<file path="src/rtl/multicycle_controller_pkg.sv">
// Shared encodings for the multicycle RV32I control path: FSM states, opcodes,
// datapath mux selects and the per-state control word.
package riscv_ctrl_pkg;

    typedef enum logic [3:0] {
        S_FETCH, S_DECODE, S_MEMADR, S_MEMREAD, S_MEMWB, S_MEMWRITE,
        S_EXECUTER, S_EXECUTEI, S_ALUWB, S_JAL, S_BEQ
    } state_t;

    localparam logic [6:0] OP_LW  = 7'b0000011;
    localparam logic [6:0] OP_SW  = 7'b0100011;
    localparam logic [6:0] OP_R   = 7'b0110011;
    localparam logic [6:0] OP_I   = 7'b0010011;
    localparam logic [6:0] OP_JAL = 7'b1101111;
    localparam logic [6:0] OP_BEQ = 7'b1100011;

    typedef enum logic [1:0] {RES_ALUOUT = 2'b00, RES_READ = 2'b01, RES_ALU = 2'b10} result_src_t;
    typedef enum logic [1:0] {SRCA_PC = 2'b00, SRCA_OLDPC = 2'b01, SRCA_RD1 = 2'b10} alu_src_a_t;
    typedef enum logic [1:0] {SRCB_RD2 = 2'b00, SRCB_IMM = 2'b01, SRCB_FOUR = 2'b10} alu_src_b_t;
    typedef enum logic [1:0] {ALUOP_ADD = 2'b00, ALUOP_SUB = 2'b01, ALUOP_FUNCT = 2'b10} alu_op_t;

    // fetch: ir_write and pc_update gated by mem_ready; decode: opcode legality is checked
    typedef struct packed {
        logic        adr_src;
        logic        mem_write;
        logic        fetch;
        logic        pc_update;
        logic        branch;
        logic        reg_write;
        logic        decode;
        result_src_t result_src;
        alu_src_a_t  alu_src_a;
        alu_src_b_t  alu_src_b;
        alu_op_t     alu_op;
    } ctrl_t;

    function automatic logic is_supported(input logic [6:0] op);
        return op inside {OP_LW, OP_SW, OP_R, OP_I, OP_JAL, OP_BEQ};
    endfunction

    function automatic ctrl_t control_word(input state_t s);
        ctrl_t c;
        c = '0;
        case (s)
            S_FETCH: begin
                c.fetch      = 1'b1;
                c.alu_src_b  = SRCB_FOUR;
                c.result_src = RES_ALU;
            end
            S_DECODE: begin
                c.decode    = 1'b1;
                c.alu_src_a = SRCA_OLDPC;
                c.alu_src_b = SRCB_IMM;
            end
            S_MEMADR: begin
                c.alu_src_a = SRCA_RD1;
                c.alu_src_b = SRCB_IMM;
            end
            S_MEMREAD:  c.adr_src = 1'b1;
            S_MEMWB: begin
                c.result_src = RES_READ;
                c.reg_write  = 1'b1;
            end
            S_MEMWRITE: begin
                c.adr_src   = 1'b1;
                c.mem_write = 1'b1;
            end
            S_EXECUTER: begin
                c.alu_src_a = SRCA_RD1;
                c.alu_op    = ALUOP_FUNCT;
            end
            S_EXECUTEI: begin
                c.alu_src_a = SRCA_RD1;
                c.alu_src_b = SRCB_IMM;
                c.alu_op    = ALUOP_FUNCT;
            end
            S_ALUWB:    c.reg_write = 1'b1;
            S_JAL: begin
                c.alu_src_a = SRCA_OLDPC;
                c.alu_src_b = SRCB_FOUR;
                c.pc_update = 1'b1;
            end
            S_BEQ: begin
                c.alu_src_a = SRCA_RD1;
                c.alu_op    = ALUOP_SUB;
                c.branch    = 1'b1;
            end
            default: c = '0;
        endcase
        return c;
    endfunction

endpackage

</file>
<file path="src/rtl/multicycle_controller.sv">
// Main control FSM of the multicycle RV32I core: one state register holding the
// Moore control word, with mem_ready/zero/reset gating applied at the outputs.
module multicycle_controller
    import riscv_ctrl_pkg::*;
(
    input  logic       clk,
    input  logic       reset,
    input  logic [6:0] opcode,
    input  logic       zero,
    input  logic       mem_ready,
    output logic       pc_write,
    output logic       adr_src,
    output logic       mem_write,
    output logic       ir_write,
    output logic       reg_write,
    output logic [1:0] result_src,
    output logic [1:0] alu_src_a,
    output logic [1:0] alu_src_b,
    output logic [1:0] alu_op,
    output logic       illegal_op
);

    state_t state, state_next;
    ctrl_t  ctrl;

    always_comb begin
        state_next = S_FETCH;
        case (state)
            S_FETCH:    state_next = mem_ready ? S_DECODE : S_FETCH;
            S_DECODE: begin
                case (opcode)
                    OP_LW, OP_SW: state_next = S_MEMADR;
                    OP_R:         state_next = S_EXECUTER;
                    OP_I:         state_next = S_EXECUTEI;
                    OP_JAL:       state_next = S_JAL;
                    OP_BEQ:       state_next = S_BEQ;
                    default:      state_next = S_FETCH;
                endcase
            end
            S_MEMADR:   state_next = (opcode == OP_LW) ? S_MEMREAD : S_MEMWRITE;
            S_MEMREAD:  state_next = mem_ready ? S_MEMWB : S_MEMREAD;
            S_MEMWB:    state_next = S_FETCH;
            S_MEMWRITE: state_next = mem_ready ? S_FETCH : S_MEMWRITE;
            S_EXECUTER: state_next = S_ALUWB;
            S_EXECUTEI: state_next = S_ALUWB;
            S_ALUWB:    state_next = S_FETCH;
            S_JAL:      state_next = S_ALUWB;
            S_BEQ:      state_next = S_FETCH;
            default:    state_next = S_FETCH;
        endcase
    end

    // NOTE: the control word is registered from the next state so it appears in the
    // same cycle as the state itself, straight from flops; sequential state uses <= only.
    always_ff @(posedge clk) begin
        if (reset) begin
            state <= S_FETCH;
            ctrl  <= control_word(S_FETCH);
        end else begin
            state <= state_next;
            ctrl  <= control_word(state_next);
        end
    end

    // Strobes are forced low during reset so an abandoned instruction cannot write.
    assign pc_write   = !reset && (ctrl.pc_update || (ctrl.fetch && mem_ready) || (ctrl.branch && zero));
    assign ir_write   = !reset && ctrl.fetch && mem_ready;
    assign mem_write  = !reset && ctrl.mem_write;
    assign reg_write  = !reset && ctrl.reg_write;
    assign illegal_op = !reset && ctrl.decode && !is_supported(opcode);
    assign adr_src    = reset ? 1'b0 : ctrl.adr_src;
    assign result_src = reset ? 2'b00 : ctrl.result_src;
    assign alu_src_a  = reset ? 2'b00 : ctrl.alu_src_a;
    assign alu_src_b  = reset ? 2'b00 : ctrl.alu_src_b;
    assign alu_op     = reset ? 2'b00 : ctrl.alu_op;

endmodule

</file>
<file path="config.mk">
export PLATFORM = sky130hd
export DESIGN_NAME = multicycle_controller
export DESIGN_NICKNAME = d
export VERILOG_FILES = /design/src/rtl/multicycle_controller_pkg.sv /design/src/rtl/multicycle_controller.sv
export SDC_FILE = /design/constraint.sdc
export NUM_CORES = 1
export LEC_CHECK = 0
export CORE_MARGIN = 1.5
export CORE_UTILIZATION = 45
export DETAILED_ROUTE_END_ITERATION = 12
export HOLD_SLACK_MARGIN = 0.12
export PLACE_DENSITY = 0.75
export SLEW_MARGIN = 20
export SYNTH_ARGS = -nofsm -noshare
export SYNTH_HDL_FRONTEND = slang
export SYNTH_SLANG_ARGS = --single-unit
</file>
<file path="constraint.sdc">
create_clock -name clk -period 2.8 [get_ports clk]
set_input_delay 0.56 -clock clk [delete_from_list [all_inputs] [get_ports clk]]
set_output_delay 0.56 -clock clk [all_outputs]
set_load 0.01 [all_outputs]
</file>
==> impl_metrics.tcl, run 1 <==
set metrics [dict create \
    run_status "finished, final reports clean" \
    synth_enable_flop_cells 0 \
    critical_path.n_buffers_inverters 3 \
    postCtsHoldBufs 0 \
    initial_core_util_pct 48.0 \
    asr_flop_ratio_synth_pct 0 \
    holdCritStartpoint "state[3]" \
    hold_violations 0 \
    die_height_um 48.7 \
    cts_resized 0 \
    finalWeightedCongestion 0.807 \
    finalWorstPathRequiredPeriod_ns 2.63 \
    chipWidth_um 48.7 \
    cts_sinks 19 \
    totalWireLength_um 2050 \
    cts-htree-levels 1 \
    critical_path_depth 5 \
    route.detailed.drc 0 \
    timing.critical_path.arrival_ns 2.07 \
    power_per_cell_area_mw_per_mm2 383 \
    post_synth_inst_count 101 \
    drt-wirelength-per-cell_um 12.9 \
    cp-end-kind "output port" \
    worst_path_most_repeated_cell "sky130_fd_sc_hd__clkdlybuf4s50_1" \
    holdCritPathClass "flip-flop to flip-flop" \
    synthesis.area_um2 941 \
    pin_count 25 \
    routed_via_density 5.26 \
    detailroute.via_count 837 \
    hpwl_um 1630 \
    clock_skew_ns 0.00215 \
    timing.critical_path.fanout_max 5 \
    antenna_cells 0 \
    design_power_total_uw 491 \
    synth_flop_cell "sky130_fd_sc_hd__dfxtp_1" \
    die_area_mm2 0.00237 \
    critical_path.max_stage_delay_ns 0.56 \
    critPathLaunch "reset" \
    power.leakage_nw 0.477 \
    final_max_slew_viol_count 0 \
    crit_path_top_delay_cell "sky130_fd_sc_hd__clkdlybuf4s50_1" \
    grtUsageTotal_pct 18.3 \
    layout_worst_path_cycle_share_pct 94.1 \
    placement_rows 16 \
    design.final.nets 144 \
    finalSetupViolCount 0 \
    path_class "primary input to output port" \
    detailedRoute.firstPassIterationCount 4 \
    timing.critical_path.from_type "primary input" \
    worst-r2r-cell-count 5 \
    synth-seq-cells 19 \
    clock_transition_at_the_registers_of_the_reported_paths_ns 0.09 \
    syn_area_per_cell_um2 9.32 \
    cts_tree "yes" \
    timing.rr.start "state[2]" \
    cpLargestDelayFamily "buffers and inverters" \
    first_global_vias 756 \
    maxSlewHeadroom_pct 56.9 \
    numCtsBuffers 3 \
    min_path_cells 2 \
    ant_nets 0 \
    tns_ns 0 \
    clockBufferDepth 2 \
    post_route_cells_drive_above_1_share_pct 14.4 \
    initial_antenna_violation_count 0 \
    cp.required_ns 2.24 \
    post-cts-setup-buffer-count 0 \
    synth_sequential_area_ratio_pct 40.4 \
    ys.warnings.count 0 \
    worst_ir_drop_on_vdd_mv 0.322 \
    globalRoute.totalOverflow 0 \
    synth_fp_nets 112 \
    number_of_design_rule_violations_left_by_the_first_detailed_router_iteration 16 \
    worst_skew_pair.late_latency_ns 0.29 \
    numPlacedInstances 155 \
    buffers_on_ports 24 \
    grt_first_pass_wirelength_um 3330 \
    post_synth_num_cell_types 38 \
    critical_path.cell_chain "clkdlybuf4s50_1 > inv_1 > and3_1 > o21bai_1 > clkdlybuf4s50_1" \
    max_cap_viol_count 0 \
    tightestPinTransition_ns 0.647 \
    grt_max_degree 20 \
    grt_setup_unrepaired "false" \
    final-instance-count-excl-fill 159 \
    area.growth.synth_to_final_pct 36.3 \
    design.core.area_mm2 0.00196 \
    clock_tree.root_cell "sky130_fd_sc_hd__clkbuf_4" \
    fmaxAchievable_mhz 380 \
]
synthesized netlist by cell type (2+ instances only):
master	count	area share [%]
sky130_fd_sc_hd__dfxtp_1	19	40
sky130_fd_sc_hd__nor2b_1	12	8.0
sky130_fd_sc_hd__nor2_1	10	4.0
sky130_fd_sc_hd__a21oi_1	4	2.1
sky130_fd_sc_hd__nand2b_1	4	2.7
sky130_fd_sc_hd__nor3_1	4	2.1
sky130_fd_sc_hd__clkbuf_1	3	1.2
sky130_fd_sc_hd__inv_1	3	1.2
sky130_fd_sc_hd__nand3_1	3	1.6
sky130_fd_sc_hd__nor4b_1	3	2.8
sky130_fd_sc_hd__o21ai_0	3	1.6
sky130_fd_sc_hd__and3_1	2	1.3
sky130_fd_sc_hd__buf_2	2	1.1
sky130_fd_sc_hd__mux2i_1	2	2.1
sky130_fd_sc_hd__nand2_1	2	0.80
sky130_fd_sc_hd__o21ai_1	2	1.1
sky130_fd_sc_hd__o31ai_1	2	1.6
worst reg2reg max path, stage by stage (launching register included):
cell and delay, ns:
sky130_fd_sc_hd__dfxtp_1 0.39, sky130_fd_sc_hd__nor4b_1 0.53, sky130_fd_sc_hd__and4bb_2 0.35, sky130_fd_sc_hd__a2111oi_4 0.09, sky130_fd_sc_hd__or4_1 0.53, sky130_fd_sc_hd__o31ai_1 0.08
final cells by class:
class	count	area [um^2]
clock buffers	4	26.3
fillers	180	679
inverters	3	11.3
multi-input cells	74	528
flip-flops and latches	19	380
well taps	27	33.8
repair buffers	32	303
through the flow:
step | setup slack, ns | instance area [um^2] | util (%) | hold WS (ns)
CTS | 0.0362 | 1280 | 65.2 | 0.824
finish | 0.166 | 1280 | 65.4 | 0.827
floorplan | 0.666 | 941 | - | 0.716
global route | 0.0847 | 1280 | 65.4 | 0.873
global placement | 0.0933 | 1250 | 63.9 | 0.795
detailed placement | 0.0186 | 1250 | 63.9 | 0.804
power by group:
part	switching, mW	internal [mW]	total [mW]
logic	0.0371	0.0425	0.0796
registers	0.00277	0.277	0.280
clock network	0.0766	0.0554	0.132
total	0.117	0.375	0.491
final timing paths:
| check | to | slack [ns] |
|---|---|---|
| worst max-delay path | pc_write | 0.17 |
| worst max register to register | ctrl[2] | 0.75 |
| worst min register to register | state[0] | 0.83 |
| worst min-delay path | state[0] | 0.83 |
cell usage in the layout (no fill, tap or decap), types with 2 or more instances in the layout:
master,Yosys,routed
sky130_fd_sc_hd__inv_1,3,3
sky130_fd_sc_hd__clkbuf_4,0,3
sky130_fd_sc_hd__o31ai_1,2,2
sky130_fd_sc_hd__and3_1,2,2
sky130_fd_sc_hd__mux2i_1,2,2
sky130_fd_sc_hd__a21oi_1,4,4
sky130_fd_sc_hd__o21ai_1,2,2
sky130_fd_sc_hd__nand3_1,3,3
sky130_fd_sc_hd__nand2b_1,4,4
sky130_fd_sc_hd__nor2_1,10,10
sky130_fd_sc_hd__buf_4,0,8
sky130_fd_sc_hd__nand2_1,2,2
sky130_fd_sc_hd__dfxtp_1,19,19
sky130_fd_sc_hd__nor2b_1,12,12
sky130_fd_sc_hd__o21ai_0,3,3
sky130_fd_sc_hd__nor4b_1,3,3
sky130_fd_sc_hd__clkdlybuf4s50_1,0,23
sky130_fd_sc_hd__nor3_1,4,4
logic make-up (layout without fill, tap and decap cells):
group	count (synthesis)	after routing	share of synthesized area (%)
multiplexers	3	3	3.32
XOR/XNOR	2	2	1.86
flip-flops	19	19	40.4
AO/OA/AOI/OAI	18	18	14.6
buffers and inverters	8	39	3.46
AND/OR/NAND/NOR	51	51	36.3
state kept, by name (all words and copies together), names as in the netlist:
| register | cells |
|---|---|
| ctrl | 15 |
| state | 4 |
routing by layer:
metal	vias to the layer above	routed length (um)	share of wire (%)	GRT usage, %
met5	-	0	0	0
met4	0	47	2.3	7.14
met1	381	908	44	20.4
li1	424	-	-	-
met3	6	97	4.7	6.48
met2	26	997	49	31.7
(Power assumes the default switching activity.)
==> run 2, diff against run 1 <==
REMOVE_ABC_BUFFERS = 1   (was not set)
clock period = 2.5 ns   (was 2.8 ns; I/O delays follow)
==> run 2 against run 1 <==
  * Via count up 6.1%
  * Final cell count is 6.9% higher
  * Power up 14%
  * Routed wire length increased by 0.88%
  * Sequential cell count unchanged
  * Critical path depth unchanged
  * Die area did not move
  * Hold slack got worse by 0.029 ns
  * Global-route usage shrank 0.39 points
  * Largest power group unchanged
==> impl_metrics.tcl, run 2 (synthesis results as in run 1) <==
set metrics [dict create \
    cts_tree "yes" \
    ant_nets 0 \
    r2r-end "ctrl[2]" \
    cp-end-kind "output port" \
    clock_transition_at_the_registers_of_the_reported_paths_ns 0.10 \
    power.leakage_nw 0.517 \
    place_area_mm2 0.00134 \
    design.core.area_mm2 0.00196 \
    holdCritPathClass "flip-flop to flip-flop" \
    detailroute.via_count 888 \
    worst_ir_drop_on_vdd_mv 0.286 \
    power_per_cell_area_mw_per_mm2 410 \
    max_cap_viol_count 0 \
    grt_setup_unrepaired "false" \
    cts-htree-levels 1 \
    chipWidth_um 48.7 \
    clock_tree.root_cell "sky130_fd_sc_hd__clkbuf_4" \
    clock_skew_ns 0.00428 \
    die_area_mm2 0.00237 \
    cts_sinks 19 \
    initial_core_util_pct 48.0 \
    post-cts-setup-buffer-count 0 \
    largest-register "ctrl" \
    layout_commonest_cell "sky130_fd_sc_hd__clkdlybuf4s50_1" \
    number_of_design_rule_violations_left_by_the_first_detailed_router_iteration 30 \
    hold_violations 0 \
    initial_antenna_violation_count 0 \
    stdcell_area_mm2 0.00136 \
    placement_rows 16 \
    final_max_slew_viol_count 0 \
    grt_first_pass_wirelength_um 3380 \
    cts_resized 1 \
    maxSlewHeadroom_pct 66.4 \
    worst-r2r-cell-count 5 \
    largest_register_ffs 15 \
    route.detailed.drc 0 \
    antenna_cells 0 \
    grtUsageTotal_pct 17.9 \
    timing.critical_path.from_type "primary input" \
    post_route_cells_drive_above_1_share_pct 21.7 \
    postCtsHoldBufs 0 \
    timing.critical_path.arrival_ns 1.91 \
    globalRoute.totalOverflow 0 \
    layout_worst_path_cycle_share_pct 96.5 \
    detailedRoute.firstPassIterationCount 4 \
    pin_count 25 \
    cp.required_ns 2.00 \
    path_class "primary input to output port" \
    timing.reg2reg.setup_slack_ns 0.51 \
    largestRegisters "ctrl x15, state x4" \
    drt-wirelength-per-cell_um 12.2 \
    finalSetupViolCount 0 \
    fmaxAchievable_mhz 414 \
    buffers_on_ports 24 \
    run_status "finished, final reports clean" \
    die_height_um 48.7 \
    timing.rr.start "state[2]" \
    clockBufferDepth 2 \
    finalWeightedCongestion 0.823 \
    timing.critical_path.fanout_max 3 \
    min_path_cells 2 \
    first_global_vias 818 \
    grt_max_degree 23 \
    mostFrequentLayoutCells "23 x sky130_fd_sc_hd__clkdlybuf4s50_1, 19 x sky130_fd_sc_hd__dfxtp_1, 19 x sky130_fd_sc_hd__buf_4, 12 x sky130_fd_sc_hd__nor2b_1, 10 x sky130_fd_sc_hd__nor2_1" \
    design_power_total_uw 559 \
    finalWorstPathRequiredPeriod_ns 2.41 \
    totalWireLength_um 2070 \
    design.final.nets 155 \
    hpwl_um 1620 \
    area.growth.synth_to_final_pct 44.8 \
    worst_skew_pair.late_latency_ns 0.29 \
    tightestPinTransition_ns 0.504 \
    numCtsBuffers 3 \
    routed_via_density 5.22 \
    timing.hold.worst_endpoint "state[0]" \
    holdCritStartpoint "state[3]" \
]
-- run 2: layer usage --
metal / up-vias / routed length [um] / GRT usage, %
met4: 0 / 15 / 5.71
li1: 445 / - / -
met5: - / 0 / 0
met3: 2 / 78 / 4.32
met1: 421 / 916 / 20.7
met2: 20 / 1060 / 32.2
-- run 2: critical path, stage by stage --
cell	delay, ns
sky130_fd_sc_hd__clkdlybuf4s50_1	0.44
sky130_fd_sc_hd__inv_1	0.09
sky130_fd_sc_hd__and3_1	0.19
sky130_fd_sc_hd__o21bai_1	0.12
sky130_fd_sc_hd__clkdlybuf4s50_1	0.56
-- run 2: worst max path at each step --
stage | startpoint | end | slack [ns]
3_5_place_dp | opcode[2] | illegal_op | -0.09
5_1_grt | reset | pc_write | 0.02
2_1_floorplan | opcode[2] | ctrl[14] | 0.43
6_report | reset | pc_write | 0.09
4_1_cts | reset | pc_write | 0.07
3_3_place_gp | opcode[2] | illegal_op | -0.05
-- run 2: report_power, final --
group          internal [mW]  leakage [nW]  switching, mW
Combinational         0.0545         0.345         0.0420
Clock                 0.0594        0.0177         0.0891
Sequential             0.310         0.155        0.00321
-- run 2: cell type report --
cell class,instances,area (um^2)
Clock inverter,1,5.00
Fill cell,166,599
Sequential cell,19,380
Tap cell,27,33.8
Clock buffer,3,22.5
Multi-Input combinational cell,74,528
Inverter,3,11.3
Timing Repair Buffer,43,382
-- run 2: per-stage QoR --
step	setup WS, ns	util [%]	setup TNS, ns	std cells	hold WS (ns)
2_1_floorplan	0.426	-	0	96	0.568
3_3_place_gp	-0.0485	68.1	-0.0485	166	0.746
5_1_grt	0.0150	69.5	0	170	0.860
6_report	0.0867	69.5	0	170	0.799
4_1_cts	0.0746	69.5	0	170	0.803
3_5_place_dp	-0.0896	68.1	-0.149	166	0.775
